[config.mk]
export PLATFORM = sky130hd
export DESIGN_NAME = mem_stage_lsu_flat
export DESIGN_NICKNAME = d
export VERILOG_FILES = /design/src/rtl/mem_stage_lsu_pkg.sv /design/src/rtl/mem_stage_lsu_if.sv /design/src/rtl/mem_stage_lsu_align.sv /design/src/rtl/mem_stage_lsu.sv /design/src/flat_wrapper.sv
export SDC_FILE = /design/constraint.sdc
export NUM_CORES = 1
export LEC_CHECK = 0
export ABC_AREA = 0
export CAP_MARGIN = 10
export CORE_MARGIN = 3
export CORE_UTILIZATION = 40
export DETAILED_ROUTE_END_ITERATION = 16
export PLACE_DENSITY = 0.76
export SLEW_MARGIN = 20
export SYNTH_ARGS = -nofsm -noshare
export SYNTH_HDL_FRONTEND = slang
export SYNTH_HIERARCHICAL = 1
export SYNTH_SLANG_ARGS = --single-unit
[constraint.sdc]
create_clock -name i_clk -period 2.25 [get_ports i_clk]
set_clock_uncertainty 0.1 [all_clocks]
set_input_delay 0.45 -clock i_clk [delete_from_list [all_inputs] [get_ports i_clk]]
set_output_delay 0.45 -clock i_clk [all_outputs]
set_load 0.005 [all_outputs]
[src/rtl/mem_stage_lsu_pkg.sv]
// Shared definitions for the RV32I memory stage: datapath width, funct3 access
// codes, result-source selects and the bus FSM state encoding.
package mem_stage_lsu_pkg;

   localparam int XLEN = 32;

   localparam logic [2:0] F3_B  = 3'b000;
   localparam logic [2:0] F3_H  = 3'b001;
   localparam logic [2:0] F3_W  = 3'b010;
   localparam logic [2:0] F3_BU = 3'b100;
   localparam logic [2:0] F3_HU = 3'b101;

   localparam logic [1:0] RESULT_SRC_ALU  = 2'b00;
   localparam logic [1:0] RESULT_SRC_LOAD = 2'b01;
   localparam logic [1:0] RESULT_SRC_PC4  = 2'b10;
   localparam logic [1:0] RESULT_SRC_IMM  = 2'b11;

   typedef enum logic {
      S_IDLE = 1'b0,
      S_BUS  = 1'b1
   } lsu_state_t;

endpackage

[src/rtl/mem_stage_lsu_if.sv]
// Data-memory bus between the memory stage (master) and the memory (slave).
interface mem_stage_lsu_if;
   import mem_stage_lsu_pkg::*;

   logic            req;
   logic            we;
   logic [XLEN-1:0] addr;
   logic [XLEN-1:0] wdata;
   logic [3:0]      be;
   logic            ack;
   logic [XLEN-1:0] rdata;

   modport master (output req, we, addr, wdata, be, input ack, rdata);
   modport slave  (input req, we, addr, wdata, be, output ack, rdata);

endinterface

[src/rtl/mem_stage_lsu_align.sv]
// Combinational alignment helper: store lane steering and byte enables,
// load byte/half extraction with extension, and misaligned/illegal detection.
module lsu_align
   import mem_stage_lsu_pkg::*;
(
   input  logic [2:0]      i_funct3,
   input  logic [1:0]      i_addr_lo,
   input  logic            i_is_store,
   input  logic [XLEN-1:0] i_store_data,
   output logic [3:0]      o_be,
   output logic [XLEN-1:0] o_wdata,
   output logic            o_bad,
   input  logic [2:0]      i_ld_funct3,
   input  logic [1:0]      i_ld_off,
   input  logic [XLEN-1:0] i_rdata,
   output logic [XLEN-1:0] o_load_data
);

   logic            w_illegal;
   logic            w_misal;
   logic [XLEN-1:0] w_shifted;

   always_comb begin
      w_illegal = 1'b1;
      w_misal   = 1'b0;
      o_be      = 4'b1111;
      o_wdata   = i_store_data;
      if (i_is_store) begin
         case (i_funct3)
            F3_B: begin
               w_illegal = 1'b0;
               o_be      = 4'b0001 << i_addr_lo;
               o_wdata   = {4{i_store_data[7:0]}};
            end
            F3_H: begin
               w_illegal = 1'b0;
               o_be      = 4'b0011 << i_addr_lo;
               o_wdata   = {2{i_store_data[15:0]}};
            end
            F3_W:    w_illegal = 1'b0;
            default: w_illegal = 1'b1;
         endcase
      end else begin
         case (i_funct3)
            F3_B, F3_H, F3_W, F3_BU, F3_HU: w_illegal = 1'b0;
            default:                        w_illegal = 1'b1;
         endcase
      end
      case (i_funct3[1:0])
         2'b01:   w_misal = i_addr_lo[0];
         2'b10:   w_misal = |i_addr_lo;
         default: w_misal = 1'b0;
      endcase
      o_bad = w_illegal | w_misal;
   end

   // The wanted byte/half is moved down to bit 0 before extension.
   always_comb begin
      w_shifted = i_rdata >> {i_ld_off, 3'b000};
      case (i_ld_funct3)
         F3_B:    o_load_data = {{(XLEN-8){w_shifted[7]}}, w_shifted[7:0]};
         F3_BU:   o_load_data = {{(XLEN-8){1'b0}}, w_shifted[7:0]};
         F3_H:    o_load_data = {{(XLEN-16){w_shifted[15]}}, w_shifted[15:0]};
         F3_HU:   o_load_data = {{(XLEN-16){1'b0}}, w_shifted[15:0]};
         default: o_load_data = w_shifted;
      endcase
   end

endmodule

[src/rtl/mem_stage_lsu.sv]
// RV32I memory stage: drives the data-memory bus with a req/ack handshake,
// stalls upstream while an access is outstanding, and holds the MEM/WB register.
module mem_stage_lsu
   import mem_stage_lsu_pkg::*;
#(
   parameter int TIMEOUT_CYCLES = 255
)(
   input  logic            i_clk,
   input  logic            i_rstn,
   input  logic            i_valid,
   input  logic            i_reg_write,
   input  logic [1:0]      i_result_src,
   input  logic            i_mem_write,
   input  logic [2:0]      i_funct3,
   input  logic [XLEN-1:0] i_alu_result,
   input  logic [XLEN-1:0] i_write_data,
   input  logic [XLEN-1:0] i_pc_plus4,
   input  logic [XLEN-1:0] i_ext_imm,
   input  logic [4:0]      i_rd,
   mem_stage_lsu_if.master dmem,
   output logic            o_stall,
   output logic            o_wb_valid,
   output logic            o_wb_reg_write,
   output logic [4:0]      o_wb_rd,
   output logic [XLEN-1:0] o_wb_result,
   output logic            o_misaligned,
   output logic            o_bus_err
);

   localparam logic [7:0] TIMEOUT_VAL = 8'(TIMEOUT_CYCLES);

   lsu_state_t      r_state, w_next_state;
   logic [7:0]      r_cnt;
   logic [XLEN-1:0] r_addr, r_wdata;
   logic [3:0]      r_be;
   logic            r_we, r_reg_write;
   logic [2:0]      r_funct3;
   logic [1:0]      r_off;
   logic [4:0]      r_rd;

   logic            w_mem_op, w_bad, w_accept, w_done, w_timeout;
   logic [3:0]      w_be;
   logic [XLEN-1:0] w_wdata, w_load_data, w_result;

   assign w_mem_op = i_valid & (i_mem_write | (i_result_src == RESULT_SRC_LOAD));

   lsu_align u_align (
      .i_funct3     (i_funct3),
      .i_addr_lo    (i_alu_result[1:0]),
      .i_is_store   (i_mem_write),
      .i_store_data (i_write_data),
      .o_be         (w_be),
      .o_wdata      (w_wdata),
      .o_bad        (w_bad),
      .i_ld_funct3  (r_funct3),
      .i_ld_off     (r_off),
      .i_rdata      (dmem.rdata),
      .o_load_data  (w_load_data)
   );

   assign dmem.we    = r_we;
   assign dmem.addr  = r_addr;
   assign dmem.wdata = r_wdata;
   assign dmem.be    = r_be;

   always_ff @(posedge i_clk or negedge i_rstn) begin
      if (!i_rstn) r_state <= S_IDLE;
      else         r_state <= w_next_state;
   end

   // Stall is gated by reset so every output reads 0 while reset is held.
   always_comb begin
      w_next_state = r_state;
      w_accept     = 1'b0;
      w_done       = 1'b0;
      w_timeout    = 1'b0;
      o_stall      = 1'b0;
      dmem.req     = 1'b0;
      case (r_state)
         S_IDLE: begin
            if (i_rstn && w_mem_op && !w_bad) begin
               w_accept     = 1'b1;
               o_stall      = 1'b1;
               w_next_state = S_BUS;
            end
         end
         S_BUS: begin
            dmem.req = 1'b1;
            o_stall  = 1'b1;
            if (dmem.ack) begin
               w_done       = 1'b1;
               w_next_state = S_IDLE;
            end else if (r_cnt + 8'd1 == TIMEOUT_VAL) begin
               w_timeout    = 1'b1;
               w_next_state = S_IDLE;
            end
         end
         default: w_next_state = S_IDLE;
      endcase
   end

   always_comb begin
      case (i_result_src)
         RESULT_SRC_PC4: w_result = i_pc_plus4;
         RESULT_SRC_IMM: w_result = i_ext_imm;
         default:        w_result = i_alu_result;
      endcase
   end

   always_ff @(posedge i_clk or negedge i_rstn) begin
      if (!i_rstn) begin
         r_cnt          <= '0;
         r_addr         <= '0;
         r_wdata        <= '0;
         r_be           <= '0;
         r_we           <= 1'b0;
         r_reg_write    <= 1'b0;
         r_funct3       <= '0;
         r_off          <= '0;
         r_rd           <= '0;
         o_wb_valid     <= 1'b0;
         o_wb_reg_write <= 1'b0;
         o_wb_rd        <= '0;
         o_wb_result    <= '0;
         o_misaligned   <= 1'b0;
         o_bus_err      <= 1'b0;
      end else begin
         o_misaligned <= 1'b0;
         o_bus_err    <= 1'b0;
         if (w_accept) begin
            r_cnt          <= '0;
            r_addr         <= {i_alu_result[XLEN-1:2], 2'b00};
            r_wdata        <= w_wdata;
            r_be           <= w_be;
            r_we           <= i_mem_write;
            r_reg_write    <= i_reg_write & ~i_mem_write;
            r_funct3       <= i_funct3;
            r_off          <= i_alu_result[1:0];
            r_rd           <= i_rd;
            o_wb_valid     <= 1'b0;
            o_wb_reg_write <= 1'b0;
         end else if (r_state == S_BUS) begin
            if (w_done || w_timeout) begin
               r_cnt          <= '0;
               o_wb_valid     <= 1'b1;
               o_wb_reg_write <= w_done & r_reg_write;
               o_wb_rd        <= r_rd;
               o_wb_result    <= (w_done && !r_we) ? w_load_data : '0;
               o_bus_err      <= w_timeout;
            end else begin
               r_cnt          <= r_cnt + 8'd1;
               o_wb_valid     <= 1'b0;
               o_wb_reg_write <= 1'b0;
            end
         end else begin
            // In IDLE a memory op that was not accepted must have been bad.
            o_wb_valid     <= i_valid;
            o_wb_reg_write <= i_valid & ~w_mem_op & i_reg_write;
            o_wb_rd        <= i_rd;
            o_wb_result    <= w_mem_op ? '0 : w_result;
            o_misaligned   <= w_mem_op;
         end
      end
   end

endmodule

[src/flat_wrapper.sv]
// flat-port wrapper written by rule: the top's interface ports become plain ports
module mem_stage_lsu_flat import mem_stage_lsu_pkg::*;
#(
   parameter int TIMEOUT_CYCLES = 255
)
  (i_clk, i_rstn, i_valid, i_reg_write, i_result_src, i_mem_write, i_funct3, i_alu_result, i_write_data, i_pc_plus4, i_ext_imm, i_rd, o_stall, o_wb_valid, o_wb_reg_write, o_wb_rd, o_wb_result, o_misaligned, o_bus_err, dmem_req, dmem_we, dmem_addr, dmem_wdata, dmem_be, dmem_ack, dmem_rdata);
  mem_stage_lsu_if dmem_i ();
  input  logic i_clk;
  input  logic i_rstn;
  input  logic i_valid;
  input  logic i_reg_write;
  input  logic [1:0] i_result_src;
  input  logic i_mem_write;
  input  logic [2:0] i_funct3;
  input  logic [XLEN-1:0] i_alu_result;
  input  logic [XLEN-1:0] i_write_data;
  input  logic [XLEN-1:0] i_pc_plus4;
  input  logic [XLEN-1:0] i_ext_imm;
  input  logic [4:0] i_rd;
  output logic o_stall;
  output logic o_wb_valid;
  output logic o_wb_reg_write;
  output logic [4:0] o_wb_rd;
  output logic [XLEN-1:0] o_wb_result;
  output logic o_misaligned;
  output logic o_bus_err;
  output wire logic [$bits(dmem_i.req)-1:0] dmem_req;
  output wire logic [$bits(dmem_i.we)-1:0] dmem_we;
  output wire logic [$bits(dmem_i.addr)-1:0] dmem_addr;
  output wire logic [$bits(dmem_i.wdata)-1:0] dmem_wdata;
  output wire logic [$bits(dmem_i.be)-1:0] dmem_be;
  input wire logic [$bits(dmem_i.ack)-1:0] dmem_ack;
  input wire logic [$bits(dmem_i.rdata)-1:0] dmem_rdata;
  assign dmem_req = dmem_i.req;
  assign dmem_we = dmem_i.we;
  assign dmem_addr = dmem_i.addr;
  assign dmem_wdata = dmem_i.wdata;
  assign dmem_be = dmem_i.be;
  assign dmem_i.ack = dmem_ack;
  assign dmem_i.rdata = dmem_rdata;
  mem_stage_lsu #(.TIMEOUT_CYCLES(TIMEOUT_CYCLES)) u_core (.i_clk(i_clk), .i_rstn(i_rstn), .i_valid(i_valid), .i_reg_write(i_reg_write), .i_result_src(i_result_src), .i_mem_write(i_mem_write), .i_funct3(i_funct3), .i_alu_result(i_alu_result), .i_write_data(i_write_data), .i_pc_plus4(i_pc_plus4), .i_ext_imm(i_ext_imm), .i_rd(i_rd), .dmem(dmem_i), .o_stall(o_stall), .o_wb_valid(o_wb_valid), .o_wb_reg_write(o_wb_reg_write), .o_wb_rd(o_wb_rd), .o_wb_result(o_wb_result), .o_misaligned(o_misaligned), .o_bus_err(o_bus_err));
endmodule
==> results <==
- The first global-routing pass estimated about 39000 um of wire.
- The detail route stage leaves a number of antenna-violating nets equal to 0.
- The final HPWL from detailed placement is approximately 18000 um.
- In this run the static leakage power is 5.26 nW.
- The data required time at the worst endpoint is 2.45 ns.
- The later-pin clock latency in the skew report is 0.42 ns.
- The initial standard-cell utilization of the core is 41.1%.
- From left edge to right edge, the die measures 140 um.
- The worst register-to-register path has a setup slack of -0.07 ns.
- Registers are responsible for between 30% and 40% of the overall power.
- The power per standard cell area is 1150 nW/um^2.
- Walking the worst path, the cells encountered are ha_4 -> nand3_4 -> or3_4 -> a211oi_4 -> o211ai_4 -> clkbuf_16 -> a221o_1.
- Global routing used 25.0% of the available tracks across all layers.
- The clock slew at the register clock pins of the worst setup and hold paths is 0.06 ns.
- In this run the worst hold path is classified as in2async.
- Summing the areas of all xor and xnor instances in the mapped netlist gives less than 1% of the synthesized area.
- Summing the areas of all and, or, nand and nor instances in the mapped netlist gives 21.3% of the synthesized area.
- The arithmetic-cell share of the synthesized area counting full adders, half adders and majority gates is less than 1%.
- The minimum setup slack after placement is -0.850 ns.
- In the final routed layout, each cell accounts on average for approximately 18 um.
- The post-detailed-route DRC marker count is 0.
- The dominant combinational cell family by area after synthesis is simple AND/OR/NAND/NOR gates.
- Combinational cells account for a little under half of the total power.
- The count of endpoints failing hold in the final timing report is 0.
- The checks that failed: negative setup slack.
- The number of hold buffers added after CTS was 0.
- The total clock buffers created by CTS is 17.
- The via count of the first global-routing pass is roughly 7.2k.
- The startpoint of the most critical setup path is u_core/r_cnt[0].
- The net switching power of the design is 4.47 mW.
- The floorplan has 48 rows.
- After layout, the minimum clock period comes to 2.32 ns.
- The max-slew violation count was 0.
- The largest fanout on the critical path is 15.
- The capture point of the worst path is u_core/o_wb_result[19].
- The placeable core region is 17400 um^2.
- The number of distinct library cell variants in the gate-level netlist after synthesis is 54.
- The classification of the worst setup path is reg2reg.
- The congestion estimate from routability-driven global placement came to 0.851.
- The floorplan step set the die height to 140 um.
- The highest clock frequency the design can meet is 431 MHz.
- 288 I/O pins were placed.
- The first detailed-routing pass took 5 iterations.
- Using the TritonRoute via totals, the vias-per-cell ratio works out to 5.30.
- The CTS tree is done.
- The proportion of total power due to net switching is 34.2%.
- The tree is rooted in a sky130_fd_sc_hd__clkbuf_16.
- The net total in the final layout is 1324.
- Summing the areas of all compound-gate instances in the mapped netlist gives 18.8% of the synthesized area.
- In this run the tightest slew margin relative to its limit is 51.6%.
- Setup repair after global routing could not meet its margin everywhere.
- Setup violations remaining at the end of the flow were counted as 32.
- Sequential cells were found to cover between 40 and 50% of the synthesized design area.
- During synthesis, Yosys emitted a total of 6 warnings.
- The final period utilization is 103%.
- The worst flop-to-flop path startpoint is u_core/r_cnt[0].
- For this block, the initial DRC count from the detailed router was roughly 460.
- Power comes to about 13 mW.
- The total of max-cap violations is 0.
- The depth of the most critical reg-to-reg path is 7.
- In this run, synthesis produced a sequential element count of 128.
- In this run, synthesis inferred 0 flip-flops with an integrated enable.
- Averaged over all synthesized cells, the footprint is 8.61 um^2.
- The fraction of power consumed by the clock network is 22.0%.
- 0 antenna diodes ended up in the layout.
- On the worst path, the slowest cell contributes a delay of 0.40 ns.
- The layout cell share with drive strength beyond 1 is ~13%.
- Compared with the post-synthesis result, the final layout area differs by 59.4%.
- The count of buffers added on input and output ports is 285.
- The worst setup path is captured at a register.
- VDD sags by at most 631 uV.
- The async set-reset flop share out of synthesis is 100%.
- Leaving out fill and tap cells, the most frequent cell in the layout is sky130_fd_sc_hd__nand2_1.
- The overall die area is roughly 20000 um^2.
- The tree built by TritonCTS fans out to 128 sinks.
- STA classifies the critical path startpoint as a register.
- The design internal power is 8.61 mW.
- The cell count after synthesis is 832.
- In the layout the commonest cells are 283 x sky130_fd_sc_hd__nand2_1, 275 x sky130_fd_sc_hd__clkdlybuf4s50_1, 128 x sky130_fd_sc_hd__dfrtp_1.
- Setup slack on the critical path of the routed design comes to -0.0688 ns.
- The run finished, with violations left.
- The endpoint arrival time on the critical path is 2.52 ns.
- Wires add up to 25500 um.
- Entering global routing, the biggest net connects 129 pins.
- After global routing the overflow that remains totals 0.
- The final route contains 7326 vias.
- The initial antenna violation count came to 0.
- The H-tree level count is 4.
- The slew at the pin with the worst max-slew slack is between 0.7 and 0.8 ns.
- After synthesis the cells add up to 7160 um^2.
- The most used flip-flop cell after synthesis is sky130_fd_sc_hd__dfrtp_1.
- The mux share of post-synthesis cell area is 7.63%.
- The slowest stage cell on the critical path is sky130_fd_sc_hd__dfrtp_1.
- In this run the critical register-to-register path is captured at u_core/o_wb_result[19].
- In this run the deepest clock path goes through 2 buffers.
-- cell families (layout without fill, tap and decap cells) --
group / after synthesis / in the layout
AO/OA/AOI/OAI: 171 / 171
other: 1 / 2
buffers and inverters: 89 / 412
XOR/XNOR: 5 / 5
adder cells (fa/ha/maj): 5 / 5
AND/OR/NAND/NOR: 380 / 380
multiplexers: 53 / 53
flip-flops: 128 / 128
-- routing by layer --
layer	up-vias	part of all wire, %	global-route usage (%)
met4	0	2.2	7.80
met3	37	8.8	6.67
li1	3468	-	-
met5	-	0	0
met2	338	49	41.3
met1	3483	40	32.0
-- how the worst min path moves through the flow --
stage | slack, ns | cells after the start | endpoint
6_report | 0.05 | 2 | u_core/r_cnt[1]
5_1_grt | 0.13 | 2 | u_core/o_bus_err
4_1_cts | 0.09 | 2 | u_core/r_cnt[4]
3_5_place_dp | 0.36 | 2 | u_core/dmem.addr[11]
3_3_place_gp | 0.36 | 2 | u_core/dmem.addr[9]
2_1_floorplan | 0.05 | 0 | u_core/dmem.addr[10]
-- registers in the layout (all words and copies together), names as in the netlist, 2 cells and up --
register and cells:
u_core/dmem.be 4, u_core/r_rd 5, u_core/dmem.addr 30, u_core/o_wb_result 32, u_core/dmem.wdata 32, u_core/r_off 2
u_core/r_funct3 3, u_core/r_cnt 8, u_core/o_wb_rd 5
-- power by group through the flow --
| stage | Sequential [mW] | Clock (mW) | Combinational [mW] |
|---|---|---|---|
| floorplan | 4.04 | 0 | 2.51 |
| global placement | 4.08 | 0 | 5.79 |
| detailed placement | 4.09 | 0 | 5.90 |
| CTS | 4.09 | 2.93 | 5.96 |
| global route | 4.25 | 3.04 | 6.59 |
| finish | 4.10 | 2.88 | 6.12 |
-- critical path: cells and delay by family (launching register included) --
kind / cells / cell delay (ns)
compound gates: 3 / 0.85
simple gates: 2 / 0.45
flops: 1 / 0.40
buf+inv: 1 / 0.23
fa+ha+maj: 1 / 0.18
-- synthesized netlist by cell type, types with 2 or more instances --
| master | instances | area (um^2) |
|---|---|---|
| sky130_fd_sc_hd__ha_1 | 5 | 62.6 |
| sky130_fd_sc_hd__nor2b_1 | 11 | 68.8 |
| sky130_fd_sc_hd__buf_4 | 12 | 90.1 |
| sky130_fd_sc_hd__a211oi_1 | 47 | 353 |
| sky130_fd_sc_hd__mux2i_1 | 51 | 510 |
| sky130_fd_sc_hd__o21ai_2 | 2 | 17.5 |
| sky130_fd_sc_hd__nand3_1 | 3 | 15.0 |
| sky130_fd_sc_hd__o2111ai_1 | 6 | 52.6 |
| sky130_fd_sc_hd__nand2_1 | 283 | 1060 |
| sky130_fd_sc_hd__nand2b_1 | 5 | 31.3 |
| sky130_fd_sc_hd__buf_6 | 5 | 56.3 |
| sky130_fd_sc_hd__clkbuf_1 | 34 | 128 |
| sky130_fd_sc_hd__nor2_1 | 65 | 244 |
| sky130_fd_sc_hd__dfrtp_1 | 128 | 3200 |
| sky130_fd_sc_hd__xnor2_1 | 2 | 17.5 |
| sky130_fd_sc_hd__o211a_1 | 5 | 50.1 |
| sky130_fd_sc_hd__and3_1 | 2 | 12.5 |
| sky130_fd_sc_hd__o21ai_0 | 30 | 150 |
| sky130_fd_sc_hd__a21o_1 | 2 | 15.0 |
| sky130_fd_sc_hd__xor2_1 | 3 | 26.3 |
| sky130_fd_sc_hd__buf_2 | 11 | 55.1 |
| sky130_fd_sc_hd__inv_1 | 19 | 71.3 |
| sky130_fd_sc_hd__buf_1 | 7 | 26.3 |
| sky130_fd_sc_hd__a22oi_1 | 8 | 60.1 |
| sky130_fd_sc_hd__nand4_1 | 2 | 12.5 |
| sky130_fd_sc_hd__a221o_1 | 32 | 320 |
| sky130_fd_sc_hd__a22o_1 | 10 | 87.6 |
| sky130_fd_sc_hd__a211o_1 | 5 | 43.8 |
| sky130_fd_sc_hd__a21oi_1 | 12 | 60.1 |
-- layout make-up --
type                    instances  area [um^2]
multi-input cells             616         3650
clock inverters                13          161
repair buffers                360         3590
well taps                     225          282
flip-flops and latches        128         3200
clock buffers                  19          453
fillers                      1457         6000
inverters                      20         80.1
-- metrics by stage --
stage | utilization [%] | cells | cell area [um^2] | setup TNS, ns | hold WS, ns
after floorplan | - | 833 | 7220 | -1.34 | 0.0544
after global placement | 60.5 | 1337 | 10500 | -77.90 | 0.357
after detailed placement | 60.5 | 1337 | 10500 | -85.35 | 0.362
after CTS | 64.5 | 1371 | 11200 | -0.0297 | 0.0937
after global routing | 65.6 | 1381 | 11400 | -4.22 | 0.134
final | 65.6 | 1381 | 11400 | -1.24 | 0.0466
-- repair_timing --
item                                    4_1_cts  5_1_grt
endpoints found under the hold margin         0        0
pin swaps                                     9        4
buffers inserted                              2        8
resized for setup                            33       15
endpoints found under the setup margin      115       63
gates cloned                                  1        2
No activity file was read; power rests on OpenSTA's default activity.
